[src/rtl/i2c_pkg.sv]
// Shared definitions for the I2C target: FSM encoding, bus level constants
// and a small helper that tells which acknowledge slots the target drives.
package i2c_pkg;

   typedef enum logic [3:0] {
      ST_IDLE,
      ST_ADDR,
      ST_ADDR_ACK,
      ST_REG,
      ST_REG_ACK,
      ST_WR_B1,
      ST_WR_B1_ACK,
      ST_WR_B2,
      ST_WR_B2_ACK,
      ST_RD_B1,
      ST_RD_B1_ACK,
      ST_RD_B2,
      ST_RD_B2_ACK,
      ST_IGNORE
   } state_t;

   localparam logic       I2C_RW_WRITE = 1'b1;
   localparam logic       I2C_ACK      = 1'b0;
   localparam logic       I2C_NACK     = 1'b1;
   localparam logic [3:0] BIT_LAST     = 4'd8;

   // Read-path ack slots belong to the controller, so the target stays off the bus there.
   function automatic logic target_acks(state_t s);
      return (s == ST_ADDR_ACK) || (s == ST_REG_ACK) ||
             (s == ST_WR_B1_ACK) || (s == ST_WR_B2_ACK);
   endfunction

endpackage

[src/rtl/i2c_sync_edge.sv]
// Synchronizes SCL/SDA into clk and produces registered one-clk flags for
// SCL edges and START/STOP line conditions, plus the aligned SDA sample.
module i2c_sync_edge #(
   parameter int SYNC_STAGES = 2
) (
   input  logic clk,
   input  logic rst,
   input  logic scl_i,
   input  logic sda_i,
   output logic scl_rise,
   output logic scl_fall,
   output logic start,
   output logic stop,
   output logic sda_smp
);

   logic [SYNC_STAGES-1:0] scl_sync;
   logic [SYNC_STAGES-1:0] sda_sync;
   logic                   scl_q;
   logic                   scl_s;
   logic                   sda_s;

   assign scl_s = scl_sync[SYNC_STAGES-1];
   assign sda_s = sda_sync[SYNC_STAGES-1];

   // sda_smp is the SDA level seen on the same edge that raised the flags.
   always_ff @(posedge clk) begin
      if (rst) begin
         scl_sync <= '1;
         sda_sync <= '1;
         scl_q    <= 1'b1;
         sda_smp  <= 1'b1;
         scl_rise <= 1'b0;
         scl_fall <= 1'b0;
         start    <= 1'b0;
         stop     <= 1'b0;
      end else begin
         scl_sync <= {scl_sync[SYNC_STAGES-2:0], scl_i};
         sda_sync <= {sda_sync[SYNC_STAGES-2:0], sda_i};
         scl_q    <= scl_s;
         sda_smp  <= sda_s;
         scl_rise <= scl_s & ~scl_q;
         scl_fall <= ~scl_s & scl_q;
         start    <= scl_s & scl_q & sda_smp & ~sda_s;
         stop     <= scl_s & scl_q & ~sda_smp & sda_s;
      end
   end

endmodule

[src/rtl/i2c_slave.sv]
// I2C target: address match, register pointer, then a two-byte write or a
// two-byte read through a 16-bit register-file port.
import i2c_pkg::*;

module i2c_slave #(
   parameter logic [6:0] SLAVE_ADDRESS = 7'h42,
   parameter int         SYNC_STAGES   = 2
) (
   input  logic        clk,
   input  logic        rst,
   input  logic        scl_i,
   input  logic        sda_i,
   output logic        sda_oe,
   output logic [7:0]  reg_addr,
   output logic [15:0] reg_wdata,
   output logic        reg_we,
   output logic        reg_re,
   input  logic [15:0] reg_rdata,
   output logic        busy
);

   logic scl_rise, scl_fall, start, stop, sda_smp;

   i2c_sync_edge #(.SYNC_STAGES(SYNC_STAGES)) u_sync (
      .clk      (clk),
      .rst      (rst),
      .scl_i    (scl_i),
      .sda_i    (sda_i),
      .scl_rise (scl_rise),
      .scl_fall (scl_fall),
      .start    (start),
      .stop     (stop),
      .sda_smp  (sda_smp)
   );

   state_t      state, state_n;
   logic [3:0]  bit_cnt, cnt_n;
   logic [6:0]  shreg, shreg_n;
   logic [15:0] tx, tx_n;
   logic [7:0]  wr_hi, hi_n;
   logic [7:0]  addr_n;
   logic [15:0] wdata_n;
   logic        rw, rw_n;
   logic        oe_n, we_n, re_n, busy_n;
   logic [7:0]  rx_byte;

   always_ff @(posedge clk) begin
      if (rst) begin
         state     <= ST_IDLE;
         bit_cnt   <= 4'd0;
         shreg     <= 7'd0;
         tx        <= 16'd0;
         wr_hi     <= 8'd0;
         rw        <= 1'b0;
         sda_oe    <= 1'b0;
         reg_addr  <= 8'h00;
         reg_wdata <= 16'h0000;
         reg_we    <= 1'b0;
         reg_re    <= 1'b0;
         busy      <= 1'b0;
      end else begin
         state     <= state_n;
         bit_cnt   <= cnt_n;
         shreg     <= shreg_n;
         tx        <= tx_n;
         wr_hi     <= hi_n;
         rw        <= rw_n;
         sda_oe    <= oe_n;
         reg_addr  <= addr_n;
         reg_wdata <= wdata_n;
         reg_we    <= we_n;
         reg_re    <= re_n;
         busy      <= busy_n;
      end
   end

   always_comb begin
      state_n = state;
      cnt_n   = bit_cnt;
      shreg_n = shreg;
      tx_n    = tx;
      hi_n    = wr_hi;
      rw_n    = rw;
      oe_n    = sda_oe;
      addr_n  = reg_addr;
      wdata_n = reg_wdata;
      we_n    = 1'b0;
      re_n    = 1'b0;
      busy_n  = busy;
      rx_byte = {shreg, sda_smp};

      if (stop) begin
         state_n = ST_IDLE;
         cnt_n   = 4'd0;
         oe_n    = 1'b0;
         busy_n  = 1'b0;
      end else if (start) begin
         state_n = ST_ADDR;
         cnt_n   = 4'd0;
         oe_n    = 1'b0;
         busy_n  = 1'b1;
      end else begin
         // reg_rdata is valid the clk after the request; load it and present bit 15.
         if (reg_re) begin
            tx_n = reg_rdata;
            oe_n = ~reg_rdata[15];
         end
         case (state)
            ST_ADDR, ST_REG, ST_WR_B1, ST_WR_B2: begin
               if (scl_rise) begin
                  shreg_n = rx_byte[6:0];
                  cnt_n   = bit_cnt + 4'd1;
                  if (bit_cnt == BIT_LAST - 4'd1) begin
                     case (state)
                        ST_ADDR: begin
                           rw_n    = rx_byte[0];
                           state_n = (rx_byte[7:1] == SLAVE_ADDRESS) ? ST_ADDR_ACK : ST_IGNORE;
                        end
                        ST_REG: begin
                           addr_n  = rx_byte;
                           state_n = ST_REG_ACK;
                        end
                        ST_WR_B1: begin
                           hi_n    = rx_byte;
                           state_n = ST_WR_B1_ACK;
                        end
                        default: begin
                           wdata_n = {wr_hi, rx_byte};
                           we_n    = 1'b1;
                           state_n = ST_WR_B2_ACK;
                        end
                     endcase
                  end
               end
            end
            ST_RD_B1, ST_RD_B2: begin
               if (scl_rise) begin
                  cnt_n = bit_cnt + 4'd1;
                  if (bit_cnt == BIT_LAST - 4'd1) begin
                     state_n = (state == ST_RD_B1) ? ST_RD_B1_ACK : ST_RD_B2_ACK;
                  end
               end
               if (scl_fall) begin
                  tx_n = {tx[14:0], 1'b0};
                  oe_n = ~tx[14];
               end
            end
            ST_ADDR_ACK, ST_REG_ACK, ST_WR_B1_ACK, ST_WR_B2_ACK,
            ST_RD_B1_ACK, ST_RD_B2_ACK: begin
               // bit_cnt==8 marks the fall opening the 9th period, 0 the fall closing it.
               if (scl_rise) cnt_n = 4'd0;
               if (scl_fall && bit_cnt == BIT_LAST) begin
                  oe_n = target_acks(state) ? ~I2C_ACK : 1'b0;
                  if (state == ST_RD_B1_ACK) tx_n = {tx[14:0], 1'b0};
               end else if (scl_fall && bit_cnt == 4'd0) begin
                  oe_n = 1'b0;
                  case (state)
                     ST_ADDR_ACK:  state_n = ST_REG;
                     ST_REG_ACK: begin
                        if (rw == I2C_RW_WRITE) begin
                           state_n = ST_WR_B1;
                        end else begin
                           state_n = ST_RD_B1;
                           re_n    = 1'b1;
                        end
                     end
                     ST_WR_B1_ACK: state_n = ST_WR_B2;
                     ST_RD_B1_ACK: begin
                        state_n = ST_RD_B2;
                        oe_n    = ~tx[15];
                     end
                     default:      state_n = ST_IGNORE;
                  endcase
               end
            end
            ST_IGNORE: oe_n = 1'b0;
            default:   state_n = ST_IDLE;
         endcase
      end
   end

endmodule

[config.mk]
export PLATFORM = sky130hd
export DESIGN_NAME = i2c_slave
export DESIGN_NICKNAME = d
export VERILOG_FILES = /design/src/rtl/i2c_pkg.sv /design/src/rtl/i2c_sync_edge.sv /design/src/rtl/i2c_slave.sv
export SDC_FILE = /design/constraint.sdc
export NUM_CORES = 1
export LEC_CHECK = 0
export ABC_AREA = 1
export BUFFER_PORTS_ARGS = -buffer_cell sky130_fd_sc_hd__buf_2
export CAP_MARGIN = 20
export CORE_MARGIN = 8
export CORE_UTILIZATION = 45
export DETAILED_ROUTE_END_ITERATION = 16
export GPL_TIMING_DRIVEN = 0
export HOLD_SLACK_MARGIN = 0.08
export SYNTH_ARGS = -nofsm -noshare
export SYNTH_HDL_FRONTEND = slang
export SYNTH_HIERARCHICAL = 1
export SYNTH_SLANG_ARGS = --single-unit
[constraint.sdc]
create_clock -name clk -period 2.3 [get_ports clk]
set_clock_uncertainty 0.15 [all_clocks]
set_input_delay 0.23 -clock clk [delete_from_list [all_inputs] [get_ports clk]]
set_output_delay 0.23 -clock clk [all_outputs]
set_load 0.05 [all_outputs]
==> results of run 1 <==
-- path summary, 6_finish.rpt --
path         cells after the start  slack [ns]                 end               start
max                              8        0.27          bit_cnt[1]                 rst
min reg2reg                      1        0.26  u_sync/sda_sync[1]  u_sync/sda_sync[0]
min                              3        0.11               tx[0]        reg_rdata[0]
max reg2reg                      8        0.36         reg_addr[1]          bit_cnt[0]
-- tightest hold or removal path: stages --
cell and delay (ns):
buf_2 0.10, mux2i_1 0.12, o31ai_1 0.08
-- cells by family (layout without fill, tap and decap cells) --
group,Yosys count,count (layout)
AND/OR/NAND/NOR,174,174
multiplexers,1,1
adder cells (fa/ha/maj),2,2
flip-flops,78,78
buffers and inverters,90,158
AO/OA/AOI/OAI,147,147
-- where the power goes --
group	leakage [nW]	switching, mW	internal (mW)
combinational	1.31	0.451	0.214
sequential	0.632	0.0551	1.41
clock	0.107	0.516	0.621
-- synthesized netlist by cell type, drive strengths merged --
library cell | n | area share [%]
clkbuf | 10 | 1.2
nor4 | 1 | 0.18
a31oi | 1 | 0.18
nor2 | 56 | 6.6
a211oi | 1 | 0.21
o211a | 1 | 0.29
o21bai | 1 | 0.21
mux2i | 1 | 0.29
o21ai | 75 | 11
o31ai | 2 | 0.43
ha | 2 | 0.71
nand2 | 90 | 9.9
or2 | 4 | 0.71
nand3 | 16 | 2.8
buf | 12 | 2.5
inv | 68 | 7.3
nand3b | 2 | 0.54
a21oi | 63 | 9.0
o211ai | 3 | 0.64
dfxtp | 78 | 45
nor3 | 5 | 1.0
-- final cells by class --
| cell class | count | area [sq um] | area share (%) |
|---|---|---|---|
| Clock buffer | 10 | 128 | 3.08 |
| Timing Repair Buffer | 52 | 285 | 6.89 |
| Multi-Input combinational cell | 324 | 1560 | 37.7 |
| Clock inverter | 6 | 93.8 | 2.27 |
| Inverter | 68 | 255 | 6.17 |
| Sequential cell | 78 | 1560 | 37.7 |
| Buffer | 22 | 129 | 3.11 |
| Tap cell | 102 | 128 | 3.08 |
-- per-stage QoR --
step                setup WS (ns)  total power [mW]  hold WS [ns]
detailed placement          0.355              2.14         0.243
finish                      0.274              3.26         0.105
floorplan                   0.593              1.99         0.152
global route                0.124              3.44         0.138
CTS                         0.292              3.29        0.0872
global placement            0.401              2.14         0.244
-- repair_timing --
action | CTS | global route
endpoints found under the setup margin | 0 | 0
hold buffers | 5 | 0
hold endpoints to repair | 8 | 0
-- routing by layer --
layer	global-route usage (%)	part of all wire, %	up-vias
met1	19.7	47	1490
met5	0	0	-
li1	-	-	1711
met4	5.17	0.81	0
met3	4.52	5.0	4
met2	27.8	47	77
-- sequential cells by signal, indices dropped and copies added, names as in the netlist, 2 cells and up --
signal and flops:
tx 16, bit_cnt 4, wr_hi 8, u_sync/sda_sync 2, reg_wdata 16, u_sync/scl_sync 2
shreg 7, reg_addr 8, state 4
==> PnR_summary.wiki, run 1 <==
{| class="wikitable"
! Metric !! Value
|-
| Worst hold-check path type || in -> reg
|-
| H-Tree Level Count || 3
|-
| Antenna Cells || 0
|-
| Net count of the finished layout || 577
|-
| Sequential cell area fraction in the yosys report || 44.6%
|-
| Number of global-route vias before repair || between 3000 and 4000
|-
| Slew HR || 65.6%
|-
| Port Buf Inserts || 47
|-
| Number of post-CTS setup repair buffers || 0
|-
| Largest family of logic cells by synthesized area || simple AND/OR/NAND/NOR gates
|-
| Final Cycle Share || 88.1%
|-
| Detail Route Antenna Nets || 0
|-
| Cell Count, Final, Fillers Out || 662
|-
| Gates resized, CTS repair || 0
|-
| Multiplexer share of the synthesized area || 0.286%
|-
| Die width || 104 um
|-
| Std-Cell Core Area || 0.00765 sq mm
|-
| Maximum Capacitance Violations || 0
|-
| Clock slew seen by the registers of the worst setup and hold paths || ~0.080 ns
|-
| Result of the run || complete, no violations
|-
| Count of warnings emitted by yosys || 6
|-
| First DRT Iteration DRCs || 102
|-
| DRC viols || 0
|-
| Tightest Pin Transition || approximately 0.52 ns
|-
| Cell at the root of the clock tree || clkbuf_8
|-
| Largest net degree at the start of global routing || 15
|-
| Launching element type of the critical path || primary input
|-
| Most frequent cells in the layout || nand2_1, dfxtp_1, inv_1, o21ai_0, a21oi_1
|-
| Fillers || 776
|-
| Avg WL per Cell || 13.2 um
|-
| Pins over their slew limit || 0
|-
| Synthesized area || 0.00350 sq mm
|-
| Synthesized-area fraction occupied by xor and xnor cells || 0%
|-
| Net count after synthesis || slightly above 500
|-
| Average instance area after synthesis || 7.12 sq um
|-
| Synth Instances || 492
|-
| Number of detailed-routing iterations run before antenna repair || 4
|-
| Starting density of the core || a little under half
|-
| Finish-stage setup viols || 0
|-
| Setup repair after global routing missed its margin || no
|-
| Library cells used by synthesis || 34
|-
| Critical path endpoint category || flip-flop
|-
| Vias/cell || between 4 and 5
|-
| Simple logic cell fraction of the synthesized area || 21.8%
|-
| Critical path type || in -> reg
|-
| Most common library cell in the layout ignoring fill and taps || nand2_1
|-
| Placer's final routability congestion estimate || between 0.8 and 0.9
|-
| Die area || 0.0109 sq mm
|-
| Worst IR drop on VDD || 423 uV
|-
| Power Dens Cells || between 700 and 800 mW/mm^2
|-
| CP required || 2.41 ns
|-
| Fin area || 0.00414 sq mm
|-
| Clock insertion delay at the later pin of the skew report || 0.34 ns
|-
| Sequence of cells on the critical path || dlygate4sd3_1 -> buf_2 -> clkbuf_1 -> nor2_1 -> nand2_1 -> a21oi_1 -> inv_1 -> a211oi_1
|-
| Cell with the largest stage delay on the worst path || dlygate4sd3_1
|-
| Number of vias after detailed routing || 3282
|-
| I/O pin cnt || 48
|-
| Endpoints failing hold || 0
|-
| Wire length of the first global-routing pass || 15100 um
|-
| Final total negative setup slack || 0 ns
|-
| Standard-cell rows || 32
|-
| Worst-case clock buffer depth || 2
|-
| Buf+Inv Stages, Crit Path || 4
|-
| Max stage delay on crit path || 0.53 ns
|-
| Number of clock sinks || 78
|-
| Largest delay share family, worst path || buffers and inverters
|-
| Height of the die || 104 um
|-
| Total overflow reported by the global router || 0
|-
| Initial antenna violation count || 0
|-
| Placed Instance Area || 0.00387 sq mm
|-
| Arrival time of data at the critical path endpoint || around 2.1 ns
|-
| TritonCTS Buffers || 9
|-
| Total track usage || 16.4%
|-
| Highest clock frequency the design can meet || between 400 and 500 MHz
|-
| Synth Area in Compound Gates || 21.7%
|-
| Minimum clock period after layout || 2.03 ns
|-
| Yosys reg bits || 78
|-
| Number of cells in the design after placement || between 600 and 700
|-
| Area growth, synth to finish || 18.1%
|-
| Clock tree from TritonCTS || done
|-
| Adder-cell share of the synthesized area || 0.714%
|-
| Post-DP HPWL || 6280 um
|-
| Static Leak || 2.05 nW
|-
| Wire length after detailed routing || 8740 um
|-
| Share of post-route cells with drive strength above 1 || 16.3%
|-
| Maximum fanout encountered on the critical timing path || 9
|-
| Utilization after layout || a little over half
|}
No activity file was read; power rests on OpenSTA's default activity.
==> run 2: changes to the inputs <==
ABC_AREA = 0   (was 1)
==> PnR_summary.wiki, run 2 <==
{| class="wikitable"
! Metric !! Value
|-
| Tightest hold margin || 0.143 ns (+0.0378 ns)
|-
| Vias/cell || 5.26 (+6.0%)
|-
| Combinational Power Share || 19.5% (-0.9 points)
|-
| Synthesized area || 0.00346 sq mm (-1.4%)
|-
| Final total negative setup slack || 0 ns (unchanged)
|-
| Clock insertion delay at the later pin of the skew report || 0.35 ns (about the same)
|-
| Detail Route Antenna Nets || 0 (unchanged)
|-
| Pins over their slew limit || 0 (unchanged)
|-
| Standard-cell rows || 32 (unchanged)
|-
| Share of post-route cells with drive strength above 1 || 19.4% (+3.1 points)
|-
| Most frequent cells in the layout || dfxtp_1, nand2_1, buf_2
|-
| CP required || 2.42 ns (about the same)
|-
| Antenna Cells || 0 (unchanged)
|-
| Std-Cell Core Area || 0.00757 sq mm (-1.0%)
|-
| Critical path endpoint category || flip-flop
|-
| Final Cycle Share || 93.5% (+5.4 points)
|-
| Fin area || 0.00411 sq mm (-0.79%)
|-
| Tightest Pin Transition || 0.561 ns (+0.0446 ns)
|-
| Wire length after detailed routing || 8320 um (-4.7%)
|-
| Total track usage || 15.3% (-1.2 points)
|-
| Dominant register cell in the synthesized netlist || dfxtp_1
|-
| Synth Instances || 397 (-19%)
|-
| Sw frac || 28.9% (-2.4 points)
|-
| Multiplexer share of the synthesized area || 11.9% (+12 points)
|-
| Adder-cell share of the synthesized area || 0.724% (+0.0098 points)
|-
| Number of detailed-routing iterations run before antenna repair || 4 (unchanged)
|-
| Wire length of the first global-routing pass || 13700 um (-9.2%)
|-
| Number of clock sinks || 78 (unchanged)
|-
| Height of the die || 104 um (-0.58%)
|-
| Int Pwr || 2.24 mW (about the same)
|-
| Fraction of registers with async set/reset || 0% (unchanged)
|-
| Simple logic cell fraction of the synthesized area || 23.6% (+1.8 points)
|-
| Arrival time of data at the critical path endpoint || 2.27 ns (+0.13 ns)
|-
| Slew HR || 62.6% (-3.0 points)
|-
| Max stage delay on crit path || 0.58 ns (+0.05 ns)
|-
| Largest registers || reg_wdata (16), tx (16)
|-
| Die width || 104 um (-0.58%)
|-
| Most common library cell in the layout ignoring fill and taps || dfxtp_1
|-
| Endpoints failing hold || 0 (unchanged)
|-
| Maximum fanout encountered on the critical timing path || 10 (+1)
|-
| Net count after synthesis || 419 (-18%)
|-
| Yosys reg bits || 78 (unchanged)
|-
| Sequential cell area fraction in the yosys report || 45.2% (+0.61 points)
|-
| Flop pwr share || 45.1% (+0.3 points)
|-
| Cell with the most instances after synthesis || dfxtp_1
|-
| Number of global-route vias before repair || 2857 (-13%)
|-
| Cell at the root of the clock tree || clkbuf_8
|-
| Area growth, synth to finish || 18.8%
|-
| Clock tree from TritonCTS || done
|-
| Worst IR drop on VDD || 419 uV (-0.80%)
|-
| Synthesized-area fraction occupied by xor and xnor cells || 0.253% (+0.25 points)
|-
| Average instance area after synthesis || 8.71 sq um (+22%)
|-
| Highest clock frequency the design can meet || 465 MHz (-5.8%)
|-
| Sequence of cells on the critical path || dlygate4sd3_1 -> buf_2 -> clkbuf_1 -> or3_1 -> or4_1 -> o31ai_1
|-
| Synth Area in Compound Gates || 13.8% (-7.8 points)
|-
| Setup repair after global routing missed its margin || no
|-
| Minimum clock period after layout || 2.15 ns (+0.124 ns)
|-
| Launching element type of the critical path || primary input
|-
| Count of warnings emitted by yosys || 6 (unchanged)
|-
| Starting density of the core || 45.7% (-0.14 points)
|-
| First DRT Iteration DRCs || 120 (+18%)
|-
| Worst-case clock buffer depth || 2 (unchanged)
|-
| Initial antenna violation count || 0 (unchanged)
|-
| Critical path type || in -> reg
|-
| Cell taking the most area after synthesis || dfxtp_1
|-
| Static Leak || 1.79 nW (-12%)
|-
| Switching power || 912 uW (-11%)
|-
| Power Dens Cells || 768 mW/mm^2 (-2.6%)
|-
| Library cells used by synthesis || 47 (+38%)
|-
| Placer's final routability congestion estimate || 0.889 (+5.5%)
|-
| Clock slew seen by the registers of the worst setup and hold paths || 0.08 ns (about the same)
|-
| Result of the run || complete, no violations
|-
| Biggest area contributors in the synthesized netlist || dfxtp_1, mux2i_1, nand2_1, a21oi_1, nor2_1
|-
| Portion of synthesized cell area occupied by the leading cell type || 45.2% (+0.61 points)
|-
| Post-synth EDFFs || 0 (unchanged)
|-
| Port Buf Inserts || 47 (unchanged)
|-
| Number of vias after detailed routing || 2980 (-9.2%)
|-
| Post-DP HPWL || 5850 um (-6.8%)
|-
| Fillers || 725 (-6.6%)
|-
| H-Tree Level Count || 3 (unchanged)
|-
| Largest net degree at the start of global routing || 14 (-1)
|-
| Net count of the finished layout || 482 (-16%)
|-
| Die area || 0.0107 sq mm (-1.1%)
|-
| Placed Instance Area || 0.00382 sq mm (-1.2%)
|-
| TritonCTS Buffers || 9 (unchanged)
|-
| Cell with the largest stage delay on the worst path || or4_1
|-
| Share of power burned in the clock network || 35.4% (+0.5 points)
|-
| Largest family of logic cells by synthesized area || simple AND/OR/NAND/NOR gates
|-
| Worst hold-check path type || in -> reg
|-
| Leading cell types by count after synthesis || dfxtp_1, nand2_1, a21oi_1, mux2i_1, nor2_1
|-
| Total overflow reported by the global router || 0 (unchanged)
|-
| Avg WL per Cell || 14.7 um (+11%)
|-
| Finish-stage setup viols || 0 (unchanged)
|-
| Number of post-CTS setup repair buffers || 0 (unchanged)
|-
| I/O pin cnt || 48 (unchanged)
|-
| DRC viols || 0 (unchanged)
|-
| Maximum Capacitance Violations || 0 (unchanged)
|}
-- run 2: logic make-up (layout without fill, tap and decap cells) --
kind of cell / count (synthesis) / count (layout)
AOI/OAI and AO/OA: 78 / 78
DFF: 78 / 78
adders and majority gates: 2 / 2
xor gates and xnor gates: 1 / 1
muxes: 41 / 41
buffers and inverters: 34 / 102
and+or+nand+nor: 163 / 163
-- run 2: final timing paths --
path,start,end,slack [ns],depth (start not counted)
worst max-delay path,rst,state[1],0.15,6
worst min-delay path,reg_rdata[4],tx[4],0.14,5
worst max register to register,state[3],bit_cnt[1],0.18,6
worst min register to register,u_sync/scl_sync[0],u_sync/scl_sync[1],0.26,1
-- run 2: repair_timing --
action | 4_1_cts | 5_1_grt
hold buffers | 6 | 0
setup endpoints to repair | 0 | 29
hold endpoints to repair | 8 | 0
resized for setup | 0 | 10
-- run 2: layout make-up --
type,instances,area [sq um],share of cell area [%]
plain buffers,26,130,3.17
clock buffers,11,131,3.20
clock inverters,5,83.8,2.04
inverters,7,26.3,0.640
multi-input cells,285,1750,42.6
flip-flops and latches,78,1560,38.0
well taps,102,128,3.11
repair buffers,53,295,7.19
-- run 2: metal layers --
metal	up-vias	global-route usage (%)	wire length, um
met2	86	23.5	3600
met3	13	4.15	475
met4	0	6.93	150
met1	1378	19.5	4090
li1	1503	-	-
met5	-	0	0
-- run 2: critical path, delay by kind of cell --
family	cells	cell delay, ns
compound gates	1	0.07
buf+inv	3	0.88
simple gates	2	1.09
-- run 2: metrics by stage --
stage          cells  power [mW]  worst slack, ns  util, %
2_1_floorplan    397        1.90            0.393        -
3_3_place_gp     546        2.04            0.120     50.5
3_5_place_dp     546        2.04           0.0999     50.5
4_1_cts          568        3.17           0.0693     54.1
5_1_grt          567        3.30           0.0226     54.3
6_report         567        3.16            0.150     54.3
-- run 2: power groups by stage --
stage	registers (mW)	clock network, mW	logic, mW
global route	1.43	1.21	0.668
finish	1.42	1.12	0.615
detailed placement	1.45	0	0.584
global placement	1.45	0	0.583
floorplan	1.44	0	0.456
CTS	1.42	1.15	0.595
